--- config.mk ---
export PLATFORM = sky130hd
export DESIGN_NAME = ras_ckpt
export DESIGN_NICKNAME = d
export VERILOG_FILES = /design/src/rtl/ras_pkg.sv /design/src/rtl/ras_ckpt_file.sv /design/src/rtl/ras_ckpt.sv
export SDC_FILE = /design/constraint.sdc
export NUM_CORES = 2
export LEC_CHECK = 0
export BUFFER_PORTS_ARGS = -buffer_cell sky130_fd_sc_hd__buf_2
export CAP_MARGIN = 15
export CORE_UTILIZATION = 33
export DETAILED_ROUTE_END_ITERATION = 7
export PLACE_DENSITY = 0.55
export SKIP_CTS_REPAIR_TIMING = 1
export SYNTH_ARGS = -nofsm -noshare
export SYNTH_HDL_FRONTEND = slang
export SYNTH_SLANG_ARGS = --single-unit
--- constraint.sdc ---
create_clock -name clk -period 5 [get_ports clk]
set_clock_uncertainty 0.2 [all_clocks]
set_input_delay 0.25 -clock clk [delete_from_list [all_inputs] [get_ports clk]]
set_output_delay 0.25 -clock clk [all_outputs]
set_load 0.005 [all_outputs]
--- src/rtl/ras_pkg.sv ---
// ras_pkg: shared types and default widths for the checkpointed return-address stack
package ras_pkg;
   localparam int DEF_RAS_SIZE   = 16;
   localparam int DEF_DATA_WIDTH = 32;
   localparam int DEF_CKPT_NUM   = 8;
   localparam int PTR_W          = $clog2(DEF_RAS_SIZE);
   localparam int DEP_W          = PTR_W + 1;
   localparam int ID_W           = $clog2(DEF_CKPT_NUM);
   typedef logic [DEF_DATA_WIDTH-1:0] addr_t;
   typedef logic [PTR_W-1:0]          ptr_t;
   typedef logic [DEP_W-1:0]          dep_t;
   typedef struct packed {
      ptr_t  ptr;
      dep_t  depth;
      logic  ovf;
      addr_t top;
   } ras_ckpt_t;
endpackage

--- src/rtl/ras_ckpt_file.sv ---
// ras_ckpt_file: checkpoint register file, one write port and one asynchronous read port
module ras_ckpt_file
   import ras_pkg::*;
#(
   parameter int N    = DEF_CKPT_NUM,
   parameter int IW   = $clog2(N)
) (
   input  logic          clk,
   input  logic          resetn,
   input  logic          we,
   input  logic [IW-1:0] waddr,
   input  ras_ckpt_t     wdata,
   input  logic [IW-1:0] raddr,
   output ras_ckpt_t     rdata
);
   ras_ckpt_t slot [N];
   // slot storage; cleared on reset so checkpoints never outlive it
   always_ff @(posedge clk or negedge resetn) begin
      if (!resetn) for (int i = 0; i < N; i++) slot[i] <= '0;
      else if (we) slot[waddr] <= wdata;
   end
   assign rdata = slot[raddr];
endmodule

--- src/rtl/ras_ckpt.sv ---
// ras_ckpt: circular return-address stack with caller-indexed checkpoint/restore
module ras_ckpt
   import ras_pkg::*;
#(
   parameter int RAS_SIZE   = DEF_RAS_SIZE,
   parameter int DATA_WIDTH = DEF_DATA_WIDTH,
   parameter int CKPT_NUM   = DEF_CKPT_NUM
) (
   input  logic                        clk,
   input  logic                        resetn,
   input  logic                        push,
   input  logic [DATA_WIDTH-1:0]       push_pc,
   input  logic                        pop,
   output logic [DATA_WIDTH-1:0]       top_pc,
   output logic                        top_valid,
   input  logic                        ckpt_en,
   input  logic [$clog2(CKPT_NUM)-1:0] ckpt_id,
   input  logic                        restore_en,
   input  logic [$clog2(CKPT_NUM)-1:0] restore_id,
   output logic                        overflowed
);
   localparam dep_t FULL = dep_t'(RAS_SIZE);
   addr_t     stack [RAS_SIZE];
   ptr_t      ptr, ptr_n, wa;
   dep_t      depth, dep_n;
   logic      ovf, ovf_n, we;
   addr_t     wd;
   ras_ckpt_t rd, snap;
   // next state; every stack write lands on the next top, so the snapshot top is the write data when writing
   always_comb begin
      ptr_n = ptr;
      dep_n = depth;
      ovf_n = ovf;
      we    = 1'b0;
      wa    = ptr;
      wd    = push_pc;
      if (restore_en) begin
         ptr_n = rd.ptr;
         dep_n = rd.depth;
         ovf_n = rd.ovf;
         we    = 1'b1;
         wa    = rd.ptr;
         wd    = rd.top;
      end else if (push && (!pop || depth == '0)) begin
         ptr_n = ptr + 1'b1;
         dep_n = (depth == FULL) ? depth : depth + 1'b1;
         ovf_n = ovf | (depth == FULL);
         we    = 1'b1;
         wa    = ptr + 1'b1;
      end else if (push && pop) begin
         we    = 1'b1;
      end else if (pop && depth != '0) begin
         ptr_n = ptr - 1'b1;
         dep_n = depth - 1'b1;
      end
      snap = '{ptr: ptr_n, depth: dep_n, ovf: ovf_n, top: we ? wd : stack[ptr_n]};
   end
   // stack pointer, depth and sticky overflow registers
   always_ff @(posedge clk or negedge resetn) begin
      if (!resetn) begin
         ptr   <= '1;
         depth <= '0;
         ovf   <= 1'b0;
      end else begin
         ptr   <= ptr_n;
         depth <= dep_n;
         ovf   <= ovf_n;
      end
   end
   // stack entries as flops so restore can write while the slot is read
   always_ff @(posedge clk or negedge resetn) begin
      if (!resetn) for (int i = 0; i < RAS_SIZE; i++) stack[i] <= '0;
      else if (we) stack[wa] <= wd;
   end
   ras_ckpt_file #(.N(CKPT_NUM)) u_file (
      .clk    (clk),
      .resetn (resetn),
      .we     (ckpt_en),
      .waddr  (ckpt_id),
      .wdata  (snap),
      .raddr  (restore_id),
      .rdata  (rd)
   );
   assign top_pc     = stack[ptr];
   assign top_valid  = depth != '0;
   assign overflowed = ovf;
endmodule

==> impl_metrics.ini <==
[status]
status = finished, violations left
violations = design-rule violations, negative hold slack

[timing]
worstMarginPinSlew_ps = 1140
hold_ws_ps = -34.2
fin_crit_ps = 4620
rsz0062_at_grt = false
relSlewSlack_pct = 23.2
setup_viol_count_final = 0
report.final.slew_viol_count = 0
finalCritPeriodShare_pct = 92.5
finalHoldViolations = 20
fmax_mhz = 216
finalSetupTns_ps = 0

[route]
ant_nets = 0
firstDrtPassIters = 8
initialDrtViolationCount = 3220
wl_per_cell_microns = 26.3
viasPerCell = 5.77
drc = 1
dr_total_vias = 33000
routed_wl_mm = 150

[clock_network]
path_clk_slew_ps = 60
cts_max_level = 3
cts_buffer_depth = 3
clk_latency_ps = 740
cts_buffers = 96
cts_root_buf = clkbuf_16
cts.sinks = 858
cts_tree = done

[synthesis]
synth_enable_flop_cells = 0
ys.flop_type = dfrtp_1
ys_seq_elements = 858
yosysWarnings = 0
async_flop_share_pct = 100
synth_cell_types = 85
avgSynthCellArea_sq_um = 11.9
syn-cell-area_sq_mm = 0.0458
yosysSeqAreaShare_pct = 46.9
postSynthNetCount = 3893
synthCells = 3844

[worst_setup_path]
cp.arrival_ps = 4170
path_cells = buf_4, buf_12, mux4_2, mux4_2, buf_2
slowest_delay_ps = 760
start_kind = flop
crit_type = reg2out
crit_path_end_kind = primary output
cp.required_ps = 4550
cp_max_fo = 112
cp_slowest_cell = dfstp_4
rr_worst_depth = 14
cp_common_cell = mux4_2

[global_routing]
grt.overflow.total = 0
grtUsageTotal_pct = 21.4
grt_max_degree = 135
grt_pass1_wl_mm = 226
antenna_found_initial = 8
grt_pass1_vias = 32900

[finish]
final_common_cell = dfrtp_1
multiInputGateArea_sq_mm = 0.0228
final_cell_mix = dfrtp_1 (854), mux2_2 (506), nand2_1 (341)
fillCellCount = 13300
fin_area_sq_mm = 0.0523
nets = 3883
syn_to_final_growth_pct = 14.1
seq_area_sq_mm = 0.0215
drive_gt1_share_pct = 31.6

[floorplanning]
io_pins = 78
rows = 136
die_h_microns = 375
initial_utilization_pct = 33.3
core-area_sq_mm = 0.137
dieWidth_microns = 375
design.die.area_sq_mm = 0.140

[power_and_ir_drop]
intPower_mw = 19.6
cellPowerDensity_mw_per_mm2 = 575
combPwrFrac_pct = 34.8
p_clk_share_pct = 25.9
ir_drop_uv = 366
power_switching_mw = 10.4
p_sw_share_pct = 34.8
seqPwrFrac_pct = 39.3
p_leak_nw = 22.2

[placement]
place_congestion = 0.835
port_buffers = 77
hpwl_mm = 91.9
dpl_cell_area_sq_mm = 0.0486

[min_path]
whs_path_depth = 5
min_path_type = in2reg

[job]
max_cap_viol_count = 0
cell type report:
class / instances / area share, %
Sequential cell: 858 / 41.1
Multi-Input combinational cell: 2585 / 43.7
Inverter: 51 / 0.383
Tap cell: 1794 / 4.30
Timing Repair Buffer: 242 / 3.78
Clock inverter: 46 / 1.44
Antenna cell: 3 / 0.0144
Clock buffer: 132 / 5.26
flip-flops by register name, indices dropped and copies added, names as in the netlist:
signal and flops:
stack 512, u_file.slot 336, depth 5, ptr 4, overflowed 1
power by group through the flow:
| stage | Combinational, mW | Clock, mW | Sequential, mW |
|---|---|---|---|
| after CTS | 10.5 | 7.95 | 11.7 |
| final | 10.5 | 7.80 | 11.8 |
| after floorplan | 7.45 | 0 | 11.1 |
| after global placement | 10.3 | 0 | 11.7 |
| after detailed placement | 10.5 | 0 | 11.8 |
| after global routing | 11.2 | 8.21 | 12.2 |
layer usage:
layer	vias up	track usage (%)	part of all wire, %
met2	1170	33.2	46
li1	14300	-	-
met5	-	0	0.023
met4	6	7.60	3.2
met1	17200	30.1	44
met3	272	3.54	6.6
stage by stage:
stage	util, %	setup slack [ps]	total power [mW]	cells
6_report	38.0	376	30.1	5711
2_1_floorplan	-	1510	18.5	3844
5_1_grt	38.0	164	31.6	5708
4_1_cts	37.9	323	30.2	5695
3_3_place_gp	35.4	447	22.0	5517
3_5_place_dp	35.4	455	22.3	5517
worst max-delay path, delay by kind of cell, from the launching register on:
kind / cells / cell delay, ps
buffers and inverters: 3 / 1330
multiplexers: 2 / 1250
flip-flops: 1 / 760
synth_stat cells, drive strengths merged (6+ instances only):
cell	instances	area, sq um
a21boi	35	274
a221oi	30	307
a222oi	18	180
nand3	32	160
nand4	6	43.8
a31oi	24	150
a311oi	38	576
nand2	351	1320
a32o	19	190
nor3	11	65.1
clkbuf	231	870
o2bb2ai	10	87.6
o311a	10	100
xnor2	8	70.1
o211ai	23	178
o221ai	22	193
a21o	19	143
o211a	11	110
inv	50	188
buf	119	611
nand2b	12	75.1
a32oi	20	175
nor2	284	1070
dfrtp	854	21400
mux2	562	6330
and3	36	225
a21oi	294	1480
o221a	11	124
a2111o	10	113
a2bb2oi	10	87.6
mux2i	180	1800
nor2b	13	81.3
o21ai	159	800
a22oi	29	218
mux4	240	5410
path summary, 6_finish.rpt:
kind,slack (ps),end,from
worst max register to register,410,u_file.slot[255],depth[0]
max in group asynchronous,3330,stack[357],resetn
worst min-delay path,-30,u_file.slot[25],push_pc[25]
worst min register to register,280,u_file.slot[83],u_file.slot[83]
worst max-delay path,380,top_pc[16],ptr[0]
min in group asynchronous,0,u_file.slot[147],resetn
logic make-up after synthesis:
logic type	after synthesis	synth area share (%)
AOI/OAI and AO/OA	820	12.5
DFF	858	46.9
and+or+nand+nor	768	7.06
adders and majority gates	5	0.137
buffers and inverters	401	3.65
muxes	982	29.6
xor gates and xnor gates	10	0.191
Power figures use the tool's default switching activity.
